--- src/rtl/udp_10g_pkg.sv ---
// Shared constants and FSM encoding for the 10G UDP transmit/receive paths.
package udp_10g_pkg;
  localparam logic [15:0] ETH_TYPE_IPV4 = 16'h0800;
  localparam logic [7:0]  IP_PROTO_UDP  = 8'h11;
  localparam logic [7:0]  IP_VER_IHL    = 8'h45;
  localparam int          UDP_PAD_BYTES = 6;
  localparam int          UDP_HDR_BYTES = 8;
  localparam int          HDR_WORDS     = 6;

  typedef enum logic [3:0] {
    IDLE = 4'b0001,
    HEAD = 4'b0010,
    DATA = 4'b0100,
    DROP = 4'b1000
  } state_t;

  // Two end-around-carry folds bring any 32-bit lane sum into 16 bits.
  function automatic logic [15:0] fold32(input logic [31:0] s);
    logic [16:0] t;
    logic [15:0] u;
    t = {1'b0, s[31:16]} + {1'b0, s[15:0]};
    u = t[15:0] + 16'(t[16]);
    return u;
  endfunction
endpackage

--- src/rtl/ip_hdr_csum_chk.sv ---
// IPv4 header one's-complement accumulator: adds the enabled 16-bit lanes of each
// strobed word; a valid header folds to FFFF.
module ip_hdr_csum_chk
  import udp_10g_pkg::*;
(
  input  logic        clk,
  input  logic        rst_n,
  input  logic        clr,
  input  logic        strobe,
  input  logic [63:0] data,
  input  logic [3:0]  lane_en,
  output logic [15:0] sum_folded,
  output logic        ok
);
  logic [31:0] acc;
  logic [31:0] lane_sum;

  always_comb begin
    lane_sum = '0;
    for (int i = 0; i < 4; i++)
      if (lane_en[i]) lane_sum = lane_sum + 32'(data[16*i +: 16]);
  end

  always_ff @(posedge clk or negedge rst_n) begin
    if (!rst_n)      acc <= '0;
    else if (clr)    acc <= '0;
    else if (strobe) acc <= acc + lane_sum;
  end

  assign sum_folded = fold32(acc);
  assign ok         = (sum_folded == 16'hFFFF);
endmodule

--- src/rtl/udp_recv_from_10gmac.sv ---
// 10G MAC RX -> UDP payload FIFO: header parse/filter, pad strip, per-frame status.
module udp_recv_from_10gmac
  import udp_10g_pkg::*;
#(
  parameter logic [15:0] LOCAL_UDP_PORT = 16'h1F90,
  parameter bit          CHECK_IP_CSUM  = 1'b1
) (
  input  logic        clk_156_25,
  input  logic        rst_n,
  input  logic [63:0] avalon_st_rx_data,
  input  logic        avalon_st_rx_valid,
  input  logic        avalon_st_rx_startofpacket,
  input  logic        avalon_st_rx_endofpacket,
  input  logic [2:0]  avalon_st_rx_empty,
  input  logic [5:0]  avalon_st_rx_error,
  output logic        avalon_st_rx_ready,
  input  logic [47:0] local_mac_addr,
  input  logic [31:0] local_ip_addr,
  output logic        wr_req,
  output logic [63:0] wr_data,
  output logic        wr_last,
  input  logic        fifo_almost_full,
  output logic        rx_done,
  output logic        rx_error,
  output logic [15:0] rx_data_length,
  output logic [47:0] rx_src_mac,
  output logic [31:0] rx_src_ip
);
  state_t      state, nxt;
  logic        beat, sop, eop, sop_beat;
  logic [2:0]  cnt;
  logic [15:0] remaining, len_q;
  logic [47:0] dst_mac, src_mac;
  logic [15:0] eth_type, ip_total, udp_dst, udp_len;
  logic [7:0]  ver_ihl, proto;
  logic [31:0] dst_ip, src_ip;
  logic [3:0]  lane_en;
  logic [15:0] csum_folded;
  logic        csum_ok, mac_ok, len_ok, frame_ok;
  logic        do_wr, do_last, do_done, do_err, accept;

  assign avalon_st_rx_ready = ~fifo_almost_full;
  assign beat     = avalon_st_rx_valid & avalon_st_rx_ready;
  assign sop      = avalon_st_rx_startofpacket;
  assign eop      = avalon_st_rx_endofpacket;
  assign sop_beat = beat & sop;

  // IP header occupies lane 0 of w1, all of w2/w3, lane 3 of w4.
  always_comb begin
    case (cnt)
      3'd1:       lane_en = 4'b0001;
      3'd2, 3'd3: lane_en = 4'b1111;
      3'd4:       lane_en = 4'b1000;
      default:    lane_en = 4'b0000;
    endcase
  end

  ip_hdr_csum_chk u_csum (
    .clk        (clk_156_25),
    .rst_n      (rst_n),
    .clr        (sop_beat),
    .strobe     (beat && state == HEAD && !sop),
    .data       (avalon_st_rx_data),
    .lane_en    (lane_en),
    .sum_folded (csum_folded),
    .ok         (csum_ok)
  );

  assign mac_ok   = (dst_mac == local_mac_addr) || (dst_mac == '1);
  assign len_ok   = (udp_len >= 16'd15) && ({1'b0, ip_total} == ({1'b0, udp_len} + 17'd20));
  assign frame_ok = (eth_type == ETH_TYPE_IPV4) && (ver_ihl == IP_VER_IHL) &&
                    (proto == IP_PROTO_UDP) && mac_ok && (dst_ip == local_ip_addr) &&
                    (udp_dst == LOCAL_UDP_PORT) && len_ok && (!CHECK_IP_CSUM || csum_ok);

  always_ff @(posedge clk_156_25 or negedge rst_n) begin
    if (!rst_n) state <= IDLE;
    else        state <= nxt;
  end

  always_comb begin
    nxt     = state;
    do_wr   = 1'b0;
    do_last = 1'b0;
    do_done = 1'b0;
    do_err  = 1'b0;
    accept  = 1'b0;
    if (beat) begin
      case (state)
        IDLE: if (sop && !eop) nxt = HEAD;
        HEAD: begin
          if (sop)       nxt = eop ? IDLE : HEAD;
          else if (eop)  nxt = IDLE;
          else if (cnt == 3'(HDR_WORDS - 1)) begin
            accept = frame_ok;
            nxt    = frame_ok ? DATA : DROP;
          end
        end
        DATA: begin
          if (sop) begin
            // Abort: close the old frame without writing the new SOP word.
            do_last = 1'b1;
            do_done = 1'b1;
            do_err  = 1'b1;
            nxt     = eop ? IDLE : HEAD;
          end else begin
            do_wr = 1'b1;
            if (remaining <= 16'd8) begin
              do_last = 1'b1;
              do_done = 1'b1;
              do_err  = eop & (|avalon_st_rx_error);
              nxt     = eop ? IDLE : DROP;
            end else if (eop) begin
              do_last = 1'b1;
              do_done = 1'b1;
              do_err  = 1'b1;
              nxt     = IDLE;
            end
          end
        end
        DROP: begin
          if (sop)      nxt = eop ? IDLE : HEAD;
          else if (eop) nxt = IDLE;
        end
        default: nxt = IDLE;
      endcase
    end
  end

  always_ff @(posedge clk_156_25 or negedge rst_n) begin
    if (!rst_n) begin
      cnt      <= '0;
      dst_mac  <= '0;
      src_mac  <= '0;
      eth_type <= '0;
      ver_ihl  <= '0;
      ip_total <= '0;
      proto    <= '0;
      src_ip   <= '0;
      dst_ip   <= '0;
      udp_dst  <= '0;
      udp_len  <= '0;
    end else if (sop_beat) begin
      cnt           <= 3'd1;
      dst_mac       <= avalon_st_rx_data[63:16];
      src_mac[47:32] <= avalon_st_rx_data[15:0];
    end else if (beat && state == HEAD) begin
      cnt <= cnt + 3'd1;
      case (cnt)
        3'd1: begin
          src_mac[31:0] <= avalon_st_rx_data[63:32];
          eth_type      <= avalon_st_rx_data[31:16];
          ver_ihl       <= avalon_st_rx_data[15:8];
        end
        3'd2: begin
          ip_total <= avalon_st_rx_data[63:48];
          proto    <= avalon_st_rx_data[7:0];
        end
        3'd3: begin
          src_ip        <= avalon_st_rx_data[47:16];
          dst_ip[31:16] <= avalon_st_rx_data[15:0];
        end
        3'd4: begin
          dst_ip[15:0] <= avalon_st_rx_data[63:48];
          udp_dst      <= avalon_st_rx_data[31:16];
          udp_len      <= avalon_st_rx_data[15:0];
        end
        default: ;
      endcase
    end
  end

  always_ff @(posedge clk_156_25 or negedge rst_n) begin
    if (!rst_n) begin
      remaining <= '0;
      len_q     <= '0;
    end else if (accept) begin
      remaining <= udp_len - 16'(UDP_HDR_BYTES + UDP_PAD_BYTES);
      len_q     <= udp_len - 16'(UDP_HDR_BYTES + UDP_PAD_BYTES);
    end else if (beat && state == DATA) begin
      remaining <= remaining - 16'd8;
    end
  end

  always_ff @(posedge clk_156_25 or negedge rst_n) begin
    if (!rst_n) begin
      wr_req         <= 1'b0;
      wr_data        <= '0;
      wr_last        <= 1'b0;
      rx_done        <= 1'b0;
      rx_error       <= 1'b0;
      rx_data_length <= '0;
      rx_src_mac     <= '0;
      rx_src_ip      <= '0;
    end else begin
      wr_req   <= do_wr;
      wr_last  <= do_last;
      rx_done  <= do_done;
      rx_error <= do_err;
      if (do_wr) wr_data <= avalon_st_rx_data;
      if (do_done) begin
        rx_data_length <= len_q;
        rx_src_mac     <= src_mac;
        rx_src_ip      <= src_ip;
      end
    end
  end

  // Payload length comes from the UDP header, so the MAC empty count is not needed.
  logic unused_ok;
  assign unused_ok = ^{avalon_st_rx_empty, csum_folded};
endmodule

--- config.mk ---
export PLATFORM = sky130hd
export DESIGN_NAME = udp_recv_from_10gmac
export DESIGN_NICKNAME = d
export VERILOG_FILES = /design/src/rtl/udp_10g_pkg.sv /design/src/rtl/ip_hdr_csum_chk.sv /design/src/rtl/udp_recv_from_10gmac.sv
export SDC_FILE = /design/constraint.sdc
export NUM_CORES = 1
export LEC_CHECK = 0
export BUFFER_PORTS_ARGS = -buffer_cell sky130_fd_sc_hd__buf_2
export CAP_MARGIN = 20
export CORE_MARGIN = 4
export CORE_UTILIZATION = 61
export CTS_CLUSTER_SIZE = 8
export DETAILED_ROUTE_END_ITERATION = 8
export PLACE_DENSITY = 0.86
export SYNTH_ARGS = -nofsm -noshare
export SYNTH_HDL_FRONTEND = slang
export SYNTH_SLANG_ARGS = --single-unit
--- constraint.sdc ---
create_clock -name clk_156_25 -period 20.4 [get_ports clk_156_25]
set_input_delay 2.04 -clock clk_156_25 [delete_from_list [all_inputs] [get_ports clk_156_25]]
set_output_delay 2.04 -clock clk_156_25 [all_outputs]
set_load 0.05 [all_outputs]
==> metrics.txt <==
global route overflow=0; detailed-route via count=19300; required time at the worst-slack endpoint=20810 ps; minimum clock period after layout=10090 ps; per-instance average area after synthesis=11.0 µm²; number of detailed-route iterations in the first pass=6; CTS HTree Levels=3; # rows=73; number of port buffers=320; number of hold-repair buffers added at the cts stage=0; share of the yosys chip area belonging to registers=0.481; Routed Antenna Nets=0; initial core utilization=0.619; number of global-route vias before repair=20100; core footprint=0.0398 mm²; first-pass GRT wire length=113 mm; number of buffers created by CTS=69; share of Yosys cell area claimed by the top area cell type=0.480; final non-filler cell total=3095; crit share post-route=0.495; cts repair resizes=0; final routed wire length divided by cell count=23.7 µm; maximum VDD drop=0.0752 mV; Synth Register Bits=474; largest net degree at the start of global routing=183; top-level I/O count=324; Iter 0 DRT Violations=1659; insertion delay of the later-clocked pin in the worst-skew pair=590 ps; Tot GR Track Use=0.329; width of the die=209 µm; final cell utilization of the core=0.718; source of the worst hold timing path=src_mac[36]; nature of the critical path startpoint=flop; area of all sequential standard cells=0.0119 mm²; Mapped Area=0.0246 mm²; Fillers=2706; library cell contributing the largest single delay on the critical path=sky130_fd_sc_hd__dfrtp_1; setup fix buffers added after clock tree synthesis=0; Layout Skew=19.9 ps; number of clock sinks=474; Reg clk slew, reported paths=50 ps; type of the worst setup path=reg -> reg; area of the die=0.0437 mm²; via-per-instance ratio=6.24; Clock Path Buffers=3; setup violation total in the final timing report=0; critical path's largest stage delay=510 ps; crit path from=cnt[2]; number of library cell types mapped by synthesis=71; number of cells produced by synthesis=2241; CTS tree=yes; y dimension of the die=209 µm; total leakage power=15.0 nW; total wire length=73.3 mm; Final HPWL DP=50.4 mm; worst hold slack after final layout=469 ps; Area Overhead vs Synth=16.1%; synthesized net count=2497; Placed Instances=3008; count of flip-flops with a built-in enable after synthesis=0; max frequency=0.0991 GHz; arrival time of the worst setup path=10500 ps; count of pins over their slew limit=0; cell with the most instances on the worst path=sky130_fd_sc_hd__o21ai_0; RePlAce Congestion=0.910; headroom to the max-slew limit=0.256; status=complete, no violations; worst reg2reg startpoint=cnt[2]; async set-or-reset flop fraction in the synthesized netlist=1.00; biggest area consumer among synthesized cells=sky130_fd_sc_hd__dfrtp_1; area used by multi-input combinational logic=0.0123 mm²; number of max-cap violations=0; buffer type at the clock tree root=sky130_fd_sc_hd__clkbuf_16; total DRC errors in the routed layout=0; cell area power density=99.0 mW/mm²; transition time at the pin with the least slew margin=1120 ps; unrepaired setup endpoints after global routing=false; number of antenna violations at the first check in global routing=4; largest cells by area after synthesis=sky130_fd_sc_hd__dfrtp_1, sky130_fd_sc_hd__mux2_2, sky130_fd_sc_hd__ha_1, sky130_fd_sc_hd__nand2_1, sky130_fd_sc_hd__xor2_1; setup tns final=0 ps; share of final-layout standard cells stronger than drive strength 1=0.313; Final Net Count=2811; primary flip-flop cell chosen by synthesis mapping=sky130_fd_sc_hd__dfrtp_1; nature of the critical path endpoint=flop; final hold violation count=0; type of the most critical hold path=reg -> reg; Yosys warning count=0; largest fanout on the critical path=24
[worst max-delay path, delay by kind of cell, from the launching register on]
kind	cells	cell delay [ps]
XOR/XNOR	4	700
flip-flops	1	510
AO/OA/AOI/OAI	19	4220
buffers and inverters	3	640
AND/OR/NAND/NOR	8	1240
adder cells (fa/ha/maj)	7	2570
[cell usage in the layout, fill, tap and decap left out, types with 12 or more instances in the layout]
master                      count
sky130_fd_sc_hd__buf_2        319
sky130_fd_sc_hd__nand3_1       48
sky130_fd_sc_hd__a211oi_1      12
sky130_fd_sc_hd__a21oi_1       78
sky130_fd_sc_hd__ha_1          92
sky130_fd_sc_hd__dfrtp_1      473
sky130_fd_sc_hd__nand4_1       37
sky130_fd_sc_hd__nor4_1        31
sky130_fd_sc_hd__a21o_1        31
sky130_fd_sc_hd__nand2_1      288
sky130_fd_sc_hd__clkbuf_16     70
sky130_fd_sc_hd__xor2_1       119
sky130_fd_sc_hd__buf_4         16
sky130_fd_sc_hd__nor3_1        32
sky130_fd_sc_hd__nand2b_1      12
sky130_fd_sc_hd__o21ai_0      111
sky130_fd_sc_hd__inv_1         46
sky130_fd_sc_hd__or3_1         13
sky130_fd_sc_hd__and2_1        14
sky130_fd_sc_hd__o211ai_1      12
sky130_fd_sc_hd__mux2_2       353
sky130_fd_sc_hd__nor2b_1       12
sky130_fd_sc_hd__nor2_1        82
sky130_fd_sc_hd__xnor2_1       86
[final cells by class]
class / count / area share
inverters: 46 / 0.00604
repair buffers: 338 / 0.0622
multi-input cells: 1626 / 0.429
flip-flops and latches: 474 / 0.415
diodes: 3 / 0.000262
well taps: 525 / 0.0230
clock inverters: 5 / 0.00293
clock buffers: 78 / 0.0623
[per-stage QoR]
step,instance area [µm²],worst slack [ps],total power [mW]
floorplan,24600,11110,1.58
global placement,26700,10250,1.77
detailed placement,26700,9990,1.80
CTS,28600,10510,2.82
global route,28600,9750,2.97
finish,28600,10310,2.83
[state kept, by name, summed over array words and instances (netlist names), 32 cells and up]
register    count
dst_ip         32
dst_mac        48
rx_src_ip      32
rx_src_mac     48
src_ip         32
src_mac        48
u_csum.acc     32
wr_data        64
[kinds of logic after synthesis]
logic type,after synthesis,synth area share
simple gates,626,0.120
flops,474,0.481
mux,363,0.167
compound gates,330,0.0834
xor+xnor,205,0.0729
buf+inv,141,0.0226
fa+ha+maj,102,0.0528
[power breakdown]
group,switching [mW],total (mW),internal [mW]
Clock,0.393,1.02,0.623
Combinational,0.445,0.744,0.299
Sequential,0.0590,1.07,1.01
[Yosys cell counts, types with 5 or more instances]
library cell and n:
sky130_fd_sc_hd__dfrtp_1 473, sky130_fd_sc_hd__nor2_1 85, sky130_fd_sc_hd__and2_1 15, sky130_fd_sc_hd__buf_1 13, sky130_fd_sc_hd__a21o_1 31, sky130_fd_sc_hd__a211oi_1 12
sky130_fd_sc_hd__nor3_1 32, sky130_fd_sc_hd__nand3_1 48, sky130_fd_sc_hd__buf_2 8, sky130_fd_sc_hd__o21a_1 11, sky130_fd_sc_hd__mux2_4 8, sky130_fd_sc_hd__o31ai_1 9
sky130_fd_sc_hd__a31oi_1 10, sky130_fd_sc_hd__nor2b_1 12, sky130_fd_sc_hd__or2_2 6, sky130_fd_sc_hd__fa_1 5, sky130_fd_sc_hd__o2111ai_1 6, sky130_fd_sc_hd__a21oi_1 80
sky130_fd_sc_hd__clkbuf_1 71, sky130_fd_sc_hd__mux2_2 353, sky130_fd_sc_hd__nand2b_1 12, sky130_fd_sc_hd__and3_1 12, sky130_fd_sc_hd__xnor2_1 86, sky130_fd_sc_hd__xor2_1 119
sky130_fd_sc_hd__maj3_1 5, sky130_fd_sc_hd__nor4_1 31, sky130_fd_sc_hd__o211ai_1 12, sky130_fd_sc_hd__or3_1 13, sky130_fd_sc_hd__o21ai_0 111, sky130_fd_sc_hd__nand2_1 290
sky130_fd_sc_hd__o21bai_1 6, sky130_fd_sc_hd__inv_1 46, sky130_fd_sc_hd__ha_1 92, sky130_fd_sc_hd__nand4_1 37, sky130_fd_sc_hd__nor3b_1 5, sky130_fd_sc_hd__nor4b_1 8
[path summary, 6_finish.rpt]
path | to | slack [ps] | cells after the start
max | u_csum.acc[19] | 10310 | 41
min | src_mac[36] | 470 | 2
max reg2reg | u_csum.acc[19] | 10310 | 41
min reg2reg | src_mac[36] | 470 | 2
max in group asynchronous | rx_src_ip[24] | 17200 | 2
min in group asynchronous | rx_data_length[10] | 1580 | 1
[per-layer routing]
metal,up-vias,track usage,routed length [µm]
met5,-,0,7
met4,2,0.178,4260
met3,270,0.0674,5520
met2,929,0.539,35700
met1,9600,0.413,27900
li1,8515,-,-
Power figures use the tool's default switching activity.
